===== config.mk =====
export PLATFORM = sky130hd
export DESIGN_NAME = serializer
export DESIGN_NICKNAME = d
export VERILOG_FILES = /design/src/rtl/serializer_pkg.sv /design/src/rtl/serializer_bit_timer.sv /design/src/rtl/serializer.sv
export SDC_FILE = /design/constraint.sdc
export NUM_CORES = 1
export LEC_CHECK = 0
export ABC_AREA = 0
export BUFFER_PORTS_ARGS = -buffer_cell sky130_fd_sc_hd__buf_2
export CAP_MARGIN = 20
export CELL_PAD_IN_SITES_DETAIL_PLACEMENT = 0
export CELL_PAD_IN_SITES_GLOBAL_PLACEMENT = 1
export CORE_ASPECT_RATIO = 0.7
export CORE_UTILIZATION = 44
export CTS_CLUSTER_SIZE = 8
export DETAILED_ROUTE_END_ITERATION = 16
export PLACE_DENSITY_LB_ADDON = 0.1
export SETUP_SLACK_MARGIN = 0.4
export SLEW_MARGIN = 20
export SYNTH_ARGS = -nofsm -noshare
export SYNTH_HDL_FRONTEND = slang
export SYNTH_SLANG_ARGS = --single-unit

===== constraint.sdc =====
create_clock -name clk -period 4.1 [get_ports clk]
set_clock_uncertainty 0.1 [all_clocks]
set_input_delay 0.82 -clock clk [delete_from_list [all_inputs] [get_ports clk]]
set_output_delay 0.82 -clock clk [all_outputs]
set_load 0.03 [all_outputs]

===== src/rtl/serializer_pkg.sv =====
// rtl/serializer_pkg.sv - shared types and sizing helper for the serializer
package serializer_pkg;

  typedef enum logic [1:0] {
    S_IDLE   = 2'd0,
    S_SHIFT  = 2'd1,
    S_PARITY = 2'd2,
    S_DONE   = 2'd3
  } ser_state_t;

  // Counter width for a modulo-n count; a width of zero is never legal.
  function automatic int cnt_width(input int n);
    return (n <= 1) ? 1 : $clog2(n);
  endfunction

endpackage


===== src/rtl/serializer_bit_timer.sv =====
// rtl/serializer_bit_timer.sv - bit period counter with enable/clear and terminal-count tick
module bit_timer
  import serializer_pkg::*;
#(
  parameter int CLKS_PER_BIT = 1
) (
  input  logic clk,
  input  logic rst_n,
  input  logic en,
  input  logic clr,
  output logic tick
);

  localparam int CNT_W = cnt_width(CLKS_PER_BIT);
  localparam logic [CNT_W-1:0] LAST = CNT_W'(CLKS_PER_BIT - 1);

  logic [CNT_W-1:0] cnt;

  assign tick = en & (cnt == LAST);

  always_ff @(posedge clk or negedge rst_n) begin
    if (!rst_n) begin
      cnt <= '0;
    end else if (clr) begin
      cnt <= '0;
    end else if (en) begin
      cnt <= tick ? '0 : cnt + CNT_W'(1);
    end
  end

endmodule


===== src/rtl/serializer.sv =====
// rtl/serializer.sv - parallel-to-serial transmitter with valid/ready input and abort
// Optional even parity bit when SERIALIZER_PARITY_EN is defined.
module serializer
  import serializer_pkg::*;
#(
  parameter int   WIDTH        = 8,
  parameter int   CLKS_PER_BIT = 1,
  parameter int   LSB_FIRST    = 0,
  parameter logic IDLE_LEVEL   = 1'b0
) (
  input  logic             clk,
  input  logic             rst_n,
  input  logic [WIDTH-1:0] din,
  input  logic             din_valid,
  output logic             din_ready,
  input  logic             abort,
  output logic             ser_out,
  output logic             ser_en,
  output logic             bit_strobe,
  output logic             done,
  output logic             busy
);

  localparam int BCNT_W = $clog2(WIDTH + 1);
  localparam logic [BCNT_W-1:0] LAST_BIT = BCNT_W'(WIDTH - 1);

  ser_state_t        state;
  logic [WIDTH-1:0]  shreg;
  logic [BCNT_W-1:0] bit_cnt;
  logic [WIDTH-1:0]  shreg_adv;
  logic              next_bit;
  logic              first_bit;
  logic              accept;
  logic              timer_en;
  logic              tick;
`ifdef SERIALIZER_PARITY_EN
  logic              parity;
`endif

  assign din_ready = (state == S_IDLE) || (state == S_DONE);
  assign accept    = din_valid & din_ready & ~abort;
  assign timer_en  = (state == S_SHIFT) || (state == S_PARITY);

  // next_bit is the bit that lands on ser_out once the register advances.
  assign shreg_adv = (LSB_FIRST != 0) ? (shreg >> 1) : (shreg << 1);
  assign next_bit  = (LSB_FIRST != 0) ? shreg[1] : shreg[WIDTH-2];
  assign first_bit = (LSB_FIRST != 0) ? din[0] : din[WIDTH-1];

  bit_timer #(
    .CLKS_PER_BIT(CLKS_PER_BIT)
  ) u_bit_timer (
    .clk  (clk),
    .rst_n(rst_n),
    .en   (timer_en),
    .clr  (accept),
    .tick (tick)
  );

  always_ff @(posedge clk or negedge rst_n) begin
    if (!rst_n) begin
      state      <= S_IDLE;
      shreg      <= '0;
      bit_cnt    <= '0;
      ser_out    <= IDLE_LEVEL;
      ser_en     <= 1'b0;
      bit_strobe <= 1'b0;
      done       <= 1'b0;
      busy       <= 1'b0;
`ifdef SERIALIZER_PARITY_EN
      parity     <= 1'b0;
`endif
    end else begin
      bit_strobe <= 1'b0;
      done       <= 1'b0;
      case (state)
        S_IDLE, S_DONE: begin
          if (accept) begin
            state      <= S_SHIFT;
            shreg      <= din;
            bit_cnt    <= '0;
            ser_out    <= first_bit;
            ser_en     <= 1'b1;
            busy       <= 1'b1;
            bit_strobe <= 1'b1;
`ifdef SERIALIZER_PARITY_EN
            parity     <= ^din;
`endif
          end else begin
            state   <= S_IDLE;
            ser_out <= IDLE_LEVEL;
            ser_en  <= 1'b0;
            busy    <= 1'b0;
          end
        end
        S_SHIFT: begin
          if (abort) begin
            state   <= S_IDLE;
            ser_out <= IDLE_LEVEL;
            ser_en  <= 1'b0;
            busy    <= 1'b0;
          end else if (tick) begin
            shreg   <= shreg_adv;
            bit_cnt <= bit_cnt + BCNT_W'(1);
            if (bit_cnt == LAST_BIT) begin
`ifdef SERIALIZER_PARITY_EN
              state      <= S_PARITY;
              ser_out    <= parity;
              bit_strobe <= 1'b1;
`else
              state   <= S_DONE;
              done    <= 1'b1;
              ser_out <= IDLE_LEVEL;
              ser_en  <= 1'b0;
              busy    <= 1'b0;
`endif
            end else begin
              ser_out    <= next_bit;
              bit_strobe <= 1'b1;
            end
          end
        end
`ifdef SERIALIZER_PARITY_EN
        S_PARITY: begin
          if (abort) begin
            state   <= S_IDLE;
            ser_out <= IDLE_LEVEL;
            ser_en  <= 1'b0;
            busy    <= 1'b0;
          end else if (tick) begin
            state   <= S_DONE;
            done    <= 1'b1;
            ser_out <= IDLE_LEVEL;
            ser_en  <= 1'b0;
            busy    <= 1'b0;
          end
        end
`endif
        default: begin
          state   <= S_IDLE;
          ser_out <= IDLE_LEVEL;
          ser_en  <= 1'b0;
          busy    <= 1'b0;
        end
      endcase
    end
  end

endmodule


Word-level counts from Yosys, hierarchy flattened
Index checks and enable logic that the tools add are counted.
{"block": "word_totals", "ff_bits": 18, "input_bits": 12, "out_inout_bits": 6, "elab_cells": 66}
{"block": "op_classes", "add_sub_neg": 2, "n_eq_ne": 9, "mux": 34, "bitwise": 5, "reduce_logical": 8}
{"operator": "two-way mux 7 bit", "n": 3}
{"operator": "two-way mux 1 bit", "n": 19}
{"operator": "case mux 7 bit (2 select lines)", "n": 1}
{"operator": "two-way mux 4 bit", "n": 3}
{"operator": "case mux 4 bit (2 select lines)", "n": 1}
{"operator": "two-way mux 2 bit", "n": 3}
{"operator": "inequality test 3 x 2 -> 1 bit, second input constant", "n": 2}
{"operator": "case mux 1 bit (2 select lines)", "n": 3}
{"operator": "adder 4 x 1 -> 4 bit, second input constant", "n": 1}
{"operator": "equality test 2 bit, second input constant", "n": 2}
{"operator": "equality test 4 x 3 -> 1 bit, second input constant", "n": 1}
{"operator": "inequality test 2 bit, second input constant", "n": 2}
{"operator": "case mux 2 bit (2 select lines)", "n": 1}
{"operator": "AND reduction 4 bit", "n": 1}
{"operator": "nonzero test 2 bit", "n": 2}
{"operator": "AND 1 bit", "n": 3}
{"operator": "equality test 2 x 1 -> 1 bit, second input constant", "n": 1}
{"operator": "logical NOT 2 bit", "n": 1}
{"operator": "logical OR 1 bit", "n": 2}
{"operator": "inequality test 2 x 1 -> 1 bit, second input constant", "n": 1}
{"operator": "NOT 1 bit", "n": 2}
{"operator": "AND reduction 2 bit", "n": 1}
{"operator": "OR reduction 2 bit", "n": 1}
{"operator": "adder 1 bit, second input constant", "n": 1}

Depth between registers and ports, before layout
Gate-level depths: netlist (run 1).
{"block": "logic_depth", "ltp_word": 6, "ltp_mapped": 6, "ltp_nobuf": 5}

Hierarchy
A second synthesis (run 1) with hierarchy kept.
{"block": "unflattened", "hier_cells": 79, "hier_area_um2": 952.2}
{"mod": "serializer", "instances": 1, "cells_each": 76, "area_each_um2": 905.9, "seq_area_each_um2": 425.4}
{"mod": "bit_timer", "instances": 1, "cells_each": 3, "area_each_um2": 46.3, "seq_area_each_um2": 25.0}

Worst setup path after synthesis (run 1)
OpenSTA, ideal clock, no wires.
{"block": "synth_timing", "path_type": "flip-flop to flip-flop", "from": "register state[0]", "to": "register shreg[0]", "setup_time_ns": 0.125, "arrival_ns": 1.758, "required_time_ns": 3.875, "slack_ns": 2.117, "path_stages_with_launch": 7, "path_buffers": 1, "path_cell_list": "dfrtp_1 > inv_1 > ha_1 > buf_4 > and3b_2 > o21a_1 > mux2_4"}
{"block": "synth_between", "elab_chain_len": 6}
{"element": "start, declared", "line": "serializer.sv:27", "text": "ser_state_t state;"}
{"element": "start signal, assigned", "line": "serializer.sv:61", "text": "state <= S_IDLE;"}
{"element": "start signal, assigned", "line": "serializer.sv:78", "text": "state <= S_SHIFT;"}
{"element": "start signal, assigned", "line": "serializer.sv:89", "text": "state <= S_IDLE;"}
{"element": "equality test 2 bit or logical NOT 2 bit (tied branches)", "line": "serializer.sv:40", "text": "assign din_ready = (state == S_IDLE) || (state == S_DONE);"}
{"element": "logical OR 1 bit (*)", "line": "serializer.sv:40"}
{"element": "via din_ready", "line": "serializer.sv:15", "text": "output logic din_ready,"}
{"element": "AND 1 bit (*) (2 in a row)", "line": "serializer.sv:41", "text": "assign accept = din_valid & din_ready & ~abort;"}
{"element": "inequality test 2 bit (no line) (*)"}
{"element": "AND reduction 4 bit (no line) (*)"}
{"element": "end signal, assigned", "line": "serializer.sv:79", "text": "shreg <= din;"}
{"element": "end signal, assigned", "line": "serializer.sv:102", "text": "shreg <= shreg_adv;"}
{"element": "end, declared", "line": "serializer.sv:28", "text": "logic [WIDTH-1:0] shreg;"}
Mark *: on every way through the listed nets, which the timed path passes. The rest lies on a longest branch.
A chain may end at the register's enable or synchronous reset.

Final worst setup path (run 1)
{"block": "layout_timing", "from": "register state[0]", "to": "output din_ready"}
{"block": "layout_between", "elab_chain_len": 2}
{"element": "equality test 2 bit or logical NOT 2 bit (tied branches)", "line": "serializer.sv:40"}
{"element": "logical OR 1 bit (*)", "line": "serializer.sv:40"}
{"element": "end, declared", "line": "serializer.sv:15"}
Mark *: on every way between the ends. The rest lies on a longest branch, timed or not.

==> results of run 1 <==
[area by class of cell]
class	instances	share of cell area
flip-flops and latches	18	0.427
multi-input cells	56	0.387
repair buffers	17	0.0807
inverters	9	0.0451
clock buffers	4	0.0344
well taps	22	0.0261
[cell families after synthesis]
logic type,count (synthesis),synth area share
flops,18,0.483
fa+ha+maj,3,0.0402
buf+inv,13,0.0804
compound gates,27,0.182
simple gates,23,0.174
mux,3,0.0402
[metal layers]
layer / share of wire / up-vias / GRT usage
li1: - / 352 / -
met1: 0.55 / 325 / 0.250
met2: 0.39 / 16 / 0.271
met3: 0.055 / 2 / 0.0710
met4: 0.0057 / 0 / 0.0366
met5: 0 / - / 0
[worst max-delay path: stages, from the launching register on]
cell and delay, ns:
dfrtp_1 0.38, inv_1 0.06, ha_1 0.52, buf_2 0.28
[worst paths after layout]
| check | startpoint | endpoint | slack (ns) | cells past startpoint |
|---|---|---|---|---|
| max | state[0]$_DFFE_PN0P_ | din_ready | 1.65 | 3 |
| min | rst_n | ser_out$_DFFE_PN0P_ | 0.33 | 1 |
| max in group asynchronous | rst_n | state[0]$_DFFE_PN0P_ | 3.28 | 1 |
| max reg2reg | state[0]$_DFFE_PN0P_ | shreg[1]$_DFFE_PN0P_ | 2.02 | 5 |
| min in group clk | bit_cnt[3]$_DFFE_PN0P_ | bit_cnt[3]$_DFFE_PN0P_ | 0.39 | 1 |
| min reg2reg | bit_cnt[3]$_DFFE_PN0P_ | bit_cnt[3]$_DFFE_PN0P_ | 0.39 | 1 |
[sequential cells by signal (all words and copies together) (netlist names)]
signal	flops
bit_cnt	4
bit_strobe	1
busy	1
done	1
ser_out	1
shreg	7
state	2
u_bit_timer.cnt	1
[per-stage QoR]
stage	power [µW]	instance area, µm²	hold WS (ns)	instances
2_1_floorplan	550	933	0.343	87
3_3_place_gp	605	1020	0.367	122
3_5_place_dp	612	1020	0.367	122
4_1_cts	725	1050	0.334	126
5_1_grt	778	1050	0.357	126
6_report	717	1050	0.329	126
[cells in the final DEF (no fill, tap or decap), drive strengths merged, types with 2 or more instances in the layout]
master  netlist  routed
nand3         3       3
a22o          2       2
clkbuf        0       4
buf           4      17
inv           8       8
nand2b        2       2
nand3b        2       2
nand2         2       2
nor2          5       5
a31oi         3       3
mux2          3       3
a21oi        11      11
o22ai         6       6
dfrtp        18      18
ha            3       3
[power groups by stage]
| stage | logic, µW | clock network, µW | registers (µW) |
|---|---|---|---|
| detailed placement | 323 | 0 | 288 |
| CTS | 326 | 114 | 285 |
| global route | 363 | 122 | 293 |
| global placement | 319 | 0 | 286 |
| finish | 324 | 108 | 285 |
| floorplan | 250 | 0 | 300 |
==> run metrics, run 1 <==
status finished, violations left; failing checks DRC; Logic pwr share 0.452; vias per cell 5.52; Synth top cells by count 18 x dfrtp_1, 11 x a21oi_1, 8 x inv_1; initial antenna violation count 0; Tcrit/Tclk final 0.597; vias 695; post-synth top area share 0.483; sw power 293 µW; die width 57.1 µm; area of the multi-input gates 408 µm²; Port-buffer cells 17; Post-CTS Repair Setup Buffers 0; global route overflow 0; crit path max fanout 12; Tmin final 2.45 ns; CTS tree done; top-count cell post-synth dfrtp_1; power share of the clock group 0.151; Post-CTS Resized 0; Num CTS Buffers 3; nets 120; Hold Buf Count CTS 0; pin count of the biggest net entering global routing 19; sequential share of power 0.397; YS warnings 0; number of global-route vias before repair 614; post-synthesis register bit count 18; Die Area 2310 µm²; final total negative setup slack 0 ns; Ports 18; Mapped Nets 102; Sequential cell area 450 µm²; register area share after synthesis 0.483; Post-synth EDFFs 0; std cell rows 13; ratio of cells with drive above 1 in the final layout 0.279; Most used DFF post-synth dfrtp_1; chip height 40.5 µm; Unique masters post-synth 31; Crit. End Element primary output; first-pass GRT wire length 2940 µm; gpl congestion 0.734; Starting Density 0.486; initial DRC count 48; cell count after synthesis 87; Worst Setup Path Type flip-flop to primary output; maximum vdd drop 0.275 mV; Clock Root Buffer clkbuf_4; Clk pin slew, worst setup/hold paths 0.10 ns; Final Slew Violations 0; syn avg cell area 10.7 µm²; Detailed Route WL 1750 µm; RSZ-0062 raised after global routing no; final setup fails 0; worst-margin pin slew 0.414 ns; Post-Place Worst Slack 1.96 ns; Sink Count 18; Ant. Diodes 0; DP Wirelength 1260 µm; Routed Antenna Nets 0; GRT Overall Usage 0.181; Switching Share 0.409; max-cap violations 0; Int Power 424 µW; Clk Latency, worst-skew pair 0.29 ns; ranking of synthesized cells by area dfrtp_1 48%, a21oi_1 5.9%, ha_1 4.0%, o22ai_1 4.0%, inv_1 3.2%; Core Box Area 1920 µm²; final core occ 0.550; Avg WL per Cell 13.9 µm; final worst slack 1.65 ns; DR pass1 iterations 10; leakage power 0.000513 µW; fill cell count 182; Syn Std Cell Area 933 µm²; Max clock buf depth 2; final hold vios 0; Layout area overhead 13.0%; fmax 408 MHz; Hold Crit Class primary input to asynchronous set/reset pin; CP arrival 1.53 ns; FFs w/ async S/R, synth 1.00; H-tree levels 1; DRC Markers 4; leading area contributor after synthesis dfrtp_1; slew margin rel. 0.724; PD cells 680 nW/µm²; required time of the critical path 3.18 ns; Worst setup SP type flip-flop
Power figures use the tool's default switching activity.
==> run 2, diff against run 1 <==
CORE_UTILIZATION = 41   (was 44)
clock period = 2.45 ns   (was 4.1 ns; I/O delays follow)
==> run metrics, run 2 (same netlist as run 1, synthesis figures left out) <==
commonest non-fill, non-tap cells in the layout 18 x dfrtp_1, 17 x buf_2, 11 x a21oi_1, 8 x inv_1, 6 x o22ai_1 (unchanged); initial antenna violation count 0 (unchanged); Num CTS Buffers 3 (unchanged); WP buf/inv 1 (was 2); final hold vios 0 (unchanged); Starting Density 0.433 (was 0.486); Ports 18 (unchanged); sequential share of power 0.387 (was 0.397); Switching Share 0.404 (was 0.409); Routed Antenna Nets 0 (unchanged); H-tree levels 1 (unchanged); DR pass1 iterations 4 (was 10); Overall Power 1240 µW (was 717 µW); Logic pwr share 0.463 (was 0.452); PD cells 1140 nW/µm² (was 680 nW/µm²); power share of the clock group 0.149 (was 0.151); final total negative setup slack 0 ns (unchanged); Final Slew Violations 0 (unchanged); Crit. End Element flip-flop (was primary output); Sink Count 18 (unchanged); RR Startpoint state[1]$_DFFE_PN0P_ (was state[0]$_DFFE_PN0P_); Port-buffer cells 17 (unchanged); biggest regs shreg: 7 flops, bit_cnt: 4 flops, state: 2 flops (unchanged); Avg WL per Cell 13.6 µm (was 13.9 µm); Clk Latency, worst-skew pair 0.29 ns (about the same); fill cell count 218 (was 182); Detailed Route WL 1840 µm (was 1750 µm); worst path cell trace inv_1, ha_1, nor3b_2, o21a_1, mux2_4 (was inv_1, ha_1, buf_2); R2R Path End shreg[0]$_DFFE_PN0P_ (was shreg[1]$_DFFE_PN0P_); nets 120 (unchanged); slew margin rel. 0.705 (was 0.724); gpl congestion 0.741 (was 0.734); worst-margin pin slew 0.442 ns (was 0.414 ns); die width 59.0 µm (was 57.1 µm); vias per cell 4.98 (was 5.52); fmax 525 MHz; chip height 41.9 µm (was 40.5 µm); final setup fails 0 (unchanged); sw power 501 µW (was 293 µW); Worst Setup Path Type flip-flop to flip-flop (was flip-flop to primary output); Hold Crit Class primary input to asynchronous set/reset pin (unchanged); Core Box Area 2150 µm² (was 1920 µm²); R2R depth 5 (unchanged); CP arrival 1.99 ns (was 1.53 ns); DRC Markers 0 (was 4); initial DRC count 26 (was 48); Post-CTS Resized 1 (was 0); number of global-route vias before repair 683 (was 614); first-pass GRT wire length 3110 µm (was 2940 µm); status finished, final reports clean (was finished, violations left); Tcrit/Tclk final 0.777; GRT Overall Usage 0.172 (was 0.181); most common cell after layout, fill and taps aside dfrtp_1 (unchanged); ratio of cells with drive above 1 in the final layout 0.298 (was 0.279); std cell rows 14 (was 13); max reg flops 7 (unchanged); vias 677 (was 695); Post-CTS Repair Setup Buffers 0 (unchanged); Hold Buf Count CTS 0 (unchanged); Worst setup SP type flip-flop (unchanged); Ant. Diodes 0 (unchanged); max-cap violations 0 (unchanged); internal reg-to-reg setup slack 0.55 ns (was 2.02 ns); Int Power 738 µW (was 424 µW); Layout area overhead 16.1% (was 13.0%); crit path max fanout 11 (was 12); Tmin final 1.90 ns; Most flops, register shreg (unchanged); CP max stage cell dfrtp_1 (was ha_1); pin count of the biggest net entering global routing 19 (unchanged); global route overflow 0 (unchanged); Max clock buf depth 2 (unchanged); Clk pin slew, worst setup/hold paths 0.11 ns (was 0.10 ns); Top delay family on crit path flip-flops (was adder cells); leakage power 0.000515 µW (was 0.000513 µW); RSZ-0062 raised after global routing yes (was no); CP peak stage delay 0.43 ns (was 0.52 ns); maximum vdd drop 0.551 mV (was 0.275 mV); CTS tree done (unchanged); Clock Root Buffer clkbuf_4 (unchanged); DP Wirelength 1340 µm (was 1260 µm); Die Area 2470 µm² (was 2310 µm²); required time of the critical path 2.54 ns (was 3.18 ns)
run 2: cell counts in the layout (fill, tap and decap cells not counted):
No cell type changed its count.
run 2: power by group through the flow:
stage	sequential (µW)	clock, µW	combinational, µW
floorplan	502	0	419
global placement	478	0	538
detailed placement	483	0	542
CTS	478	195	551
global route	493	208	641
finish	480	185	574
run 2: how the worst max path moves through the flow:
| stage | to | depth (start not counted) | start | slack [ns] |
|---|---|---|---|---|
| 2_1_floorplan | shreg[0]$_DFFE_PN0P_ | 6 | state[0]$_DFFE_PN0P_ | 0.47 |
| 3_3_place_gp | shreg[6]$_DFFE_PN0P_ | 5 | state[0]$_DFFE_PN0P_ | 0.43 |
| 3_5_place_dp | shreg[5]$_DFFE_PN0P_ | 5 | state[0]$_DFFE_PN0P_ | 0.40 |
| 4_1_cts | din_ready | 2 | state[1]$_DFFE_PN0P_ | 0.44 |
| 5_1_grt | shreg[0]$_DFFE_PN0P_ | 5 | state[1]$_DFFE_PN0P_ | 0.38 |
| 6_report | shreg[0]$_DFFE_PN0P_ | 5 | state[1]$_DFFE_PN0P_ | 0.55 |
run 2: per-stage QoR:
step / instance area (µm²) / setup WS, ns / instances / hold WS (ns) / utilization
6_report: 1080 / 0.547 / 136 / 0.00227 / 0.503
5_1_grt: 1080 / 0.385 / 136 / 0.00823 / 0.503
4_1_cts: 1070 / 0.436 / 136 / 0.0120 / 0.497
3_5_place_dp: 1030 / 0.399 / 132 / 0.350 / 0.479
3_3_place_gp: 1030 / 0.435 / 132 / 0.339 / 0.479
2_1_floorplan: 933 / 0.467 / 87 / 0.0944 / -
run 2: final cells by class:
type / count / area, µm² / area share
multi-input combinational: 56 / 424 / 0.391
timing repair buffer: 17 / 85.1 / 0.0785
sequential: 18 / 450 / 0.416
clock buffer: 4 / 36.3 / 0.0335
inverter: 9 / 47.5 / 0.0439
tap: 32 / 40.0 / 0.0370
run 2: metal layers:
metal	vias up	global-route usage	part of all wire	routed length, µm
li1	349	-	-	-
met1	316	0.252	0.53	983
met2	12	0.245	0.42	779
met3	0	0.0654	0.043	80
met4	0	0.0286	0	0
met5	-	0	0	0
==> run 3, diff against run 2 <==
ABC_AREA = 1   (was 0)
CORE_UTILIZATION = 38   (was 41)
clock period = 1.8 ns   (was 2.45 ns; I/O delays follow)
==> run metrics, run 3 <==
Mapped Nets 146 (was 102); Fin Hold WS 0.210 ns (was 0.00227 ns); Avg WL per Cell 12.1 µm (was 13.6 µm); leakage power 0.000738 µW (was 0.000515 µW); gpl congestion 0.816 (was 0.741); commonest non-fill, non-tap cells in the layout 62 x nand2_1, 18 x dfrtp_1, 16 x buf_2, 6 x nor2_4, 6 x buf_4 (was 18 x dfrtp_1, 17 x buf_2, 11 x a21oi_1, 8 x inv_1, 6 x o22ai_1); Ports 18 (unchanged); met1 wire length 1140 µm (was 983 µm); RSZ-0062 raised after global routing yes (unchanged); Syn Std Cell Area 981 µm² (was 933 µm²); H-tree levels 1 (unchanged); R2R Path End shreg[5]$_DFFE_PN0P_ (was shreg[0]$_DFFE_PN0P_); RR Startpoint state[0]$_DFFE_PN0P_ (was state[1]$_DFFE_PN0P_); Post-synth EDFFs 0 (unchanged); CP max stage cell dfrtp_1 (unchanged); Clock Root Buffer clkbuf_8 (was clkbuf_4); Detailed Route WL 2320 µm (was 1840 µm); Synth top cells by count 68 x nand2_1, 18 x dfrtp_1, 10 x nor2_1 (was 18 x dfrtp_1, 11 x a21oi_1, 8 x inv_1); Tmin final 1.61 ns; Highest Signal Layer met4 (was met3); Placed Cells incl. Taps 178 (was 132); worst-margin pin slew 0.398 ns (was 0.442 ns); Routed Antenna Nets 0 (unchanged); global route overflow 0 (unchanged); Worst Setup Path Type flip-flop to primary output (was flip-flop to flip-flop); cell count after synthesis 131 (was 87); final setup fails 0 (unchanged); Die Area 2790 µm² (was 2470 µm²); fmax 620 MHz; post-synthesis register bit count 18 (unchanged); most common cell after layout, fill and taps aside nand2_1 (was dfrtp_1); internal reg-to-reg setup slack 0.23 ns (was 0.55 ns); top-count cell post-synth nand2_1 (was dfrtp_1); Clk Latency, worst-skew pair 0.25 ns (was 0.29 ns); Hold EP shreg[0]$_DFFE_PN0P_; final total negative setup slack 0 ns (unchanged); Port-buffer cells 17 (unchanged); Crit. End Element primary output (was flip-flop); first-pass GRT wire length 3750 µm (was 3110 µm); Starting Density 0.427 (was 0.433); max reg flops 7 (unchanged); slew margin rel. 0.734 (was 0.705); Sink Count 18 (unchanged); fill cell count 210 (was 218); metal3 WL 91 µm (was 80 µm); vias 898 (was 677); Worst setup SP type flip-flop (unchanged); pin count of the biggest net entering global routing 19 (unchanged); Max clock buf depth 2 (unchanged); GRT Overall Usage 0.180 (was 0.172); Worst Hold Depth 3; Worst Hold Launch din[0]; FFs w/ async S/R, synth 1.00 (unchanged); CP arrival 1.15 ns (was 1.99 ns); syn avg cell area 7.49 µm² (was 10.7 µm²); Tcrit/Tclk final 0.896; initial DRC count 27 (was 26); R2R depth 7 (was 5); chip height 44.5 µm (was 41.9 µm); maximum vdd drop 0.801 mV (was 0.551 mV); final hold vios 0 (unchanged); crit path max fanout 7 (was 11); ranking of synthesized cells by area dfrtp_1 46%, nand2_1 26%, ha_1 3.8%, nor2_1 3.8%, nand3_1 2.6% (was dfrtp_1 48%, a21oi_1 5.9%, ha_1 4.0%, o22ai_1 4.0%, inv_1 3.2%); YS warnings 0 (unchanged); number of global-route vias before repair 844 (was 683); initial antenna violation count 0 (unchanged); DP Wirelength 1410 µm (was 1340 µm); nets 176 (was 120); met2 wire length 1050 µm (was 779 µm); Overall Power 1980 µW (was 1240 µW); Unique masters post-synth 18 (was 31); CTS tree done (unchanged); Final Slew Violations 0 (unchanged); area of the multi-input gates 603 µm² (was 424 µm²); DR pass1 iterations 4 (unchanged); Most used DFF post-synth dfrtp_1 (unchanged); Sequential cell area 450 µm² (unchanged); leading area contributor after synthesis dfrtp_1 (unchanged); Clk pin slew, worst setup/hold paths 0.06 ns (was 0.11 ns); die width 62.7 µm (was 59.0 µm); PD cells 1460 nW/µm² (was 1140 nW/µm²); Hold Crit Class primary input to flip-flop (was primary input to asynchronous set/reset pin); Most flops, register shreg (unchanged); ratio of cells with drive above 1 in the final layout 0.371 (was 0.298); std cell rows 14 (unchanged); WP buf/inv 1 (unchanged); register area share after synthesis 0.459 (was 0.483); final cell count without fillers 191 (was 136); required time of the critical path 1.34 ns (was 2.54 ns); Layout area overhead 38.4% (was 16.1%); CP peak stage delay 0.42 ns (was 0.43 ns); biggest regs shreg: 7 flops, bit_cnt: 4 flops, state: 2 flops (unchanged); DRC Markers 0 (unchanged); Top delay family on crit path flip-flops (unchanged); Ant. Diodes 0 (unchanged); vias per cell 4.70 (was 4.98); Core Box Area 2290 µm² (was 2150 µm²); worst path cell trace ha_4, buf_6 (was inv_1, ha_1, nor3b_2, o21a_1, mux2_4); status finished, final reports clean (unchanged); max-cap violations 0 (unchanged); Num CTS Buffers 3 (unchanged); post-synth top area share 0.459 (was 0.483)
==> run 3: changes by cell type in the layout (fill, tap and decap cells not counted), moves of 6 or more <==
| cell | change |
|---|---|
| o22ai_1 | -6 |
| nor2_4 | +6 |
| buf_4 | +6 |
| nand2_1 | +60 |
| a21oi_1 | -10 |
==> run 3: cell families after synthesis <==
kind of cell,synth area share
and+or+nand+nor,0.385
AOI/OAI and AO/OA,0.0510
buffers and inverters,0.0663
adders and majority gates,0.0383
DFF,0.459
==> run 3: worst max path at each step <==
| stage | start | endpoint | slack, ns | cells past startpoint |
|---|---|---|---|---|
| after floorplan | state[1]$_DFFE_PN0P_ | bit_cnt[0]$_DFFE_PN0P_ | 0.31 | 11 |
| after global placement | state[1]$_DFFE_PN0P_ | state[1]$_DFFE_PN0P_ | 0.23 | 8 |
| after detailed placement | state[1]$_DFFE_PN0P_ | shreg[5]$_DFFE_PN0P_ | 0.24 | 8 |
| after CTS | state[1]$_DFFE_PN0P_ | din_ready | 0.18 | 2 |
| after global routing | state[1]$_DFFE_PN0P_ | din_ready | 0.15 | 2 |
| final | state[1]$_DFFE_PN0P_ | din_ready | 0.19 | 2 |
==> run 3: tightest hold or removal path, stage by stage <==
cell and delay [ns]:
buf_2 0.07, nand2_1 0.04, nand2_1 0.05
==> run 3: report_power, final <==
group	total, µW	internal, µW	switching (µW)
clock	273	148	124
sequential	597	520	76.6
combinational	1110	451	661
total	1980	1120	862
==> run 3: layer usage <==
layer	up-vias	global-route usage
li1	462	-
met1	410	0.238
met2	22	0.287
met3	4	0.0541
met4	0	0.0558
met5	-	0
==> run 3: metrics by stage <==
| step | setup WS, ns | utilization | cell area (µm²) |
|---|---|---|---|
| 3_5_place_dp | 0.238 | 0.483 | 1110 |
| 5_1_grt | 0.146 | 0.592 | 1360 |
| 4_1_cts | 0.181 | 0.548 | 1260 |
| 2_1_floorplan | 0.306 | - | 1000 |
| 6_report | 0.187 | 0.592 | 1360 |
| 3_3_place_gp | 0.231 | 0.483 | 1110 |
==> run 3: final cells by class <==
cell class,instances,share of cell area
flip-flops and latches,18,0.332
repair buffers,27,0.139
multi-input cells,102,0.444
inverters,9,0.0249
well taps,32,0.0295
clock buffers,3,0.0304
==> run 3: repair_timing <==
item	CTS	global route
hold buffers	1	0
setup buffers	3	4
endpoints found under the hold margin	18	0
cloned	2	0
pin swaps	10	17
setup endpoints to repair	17	19
gates resized for setup	15	16
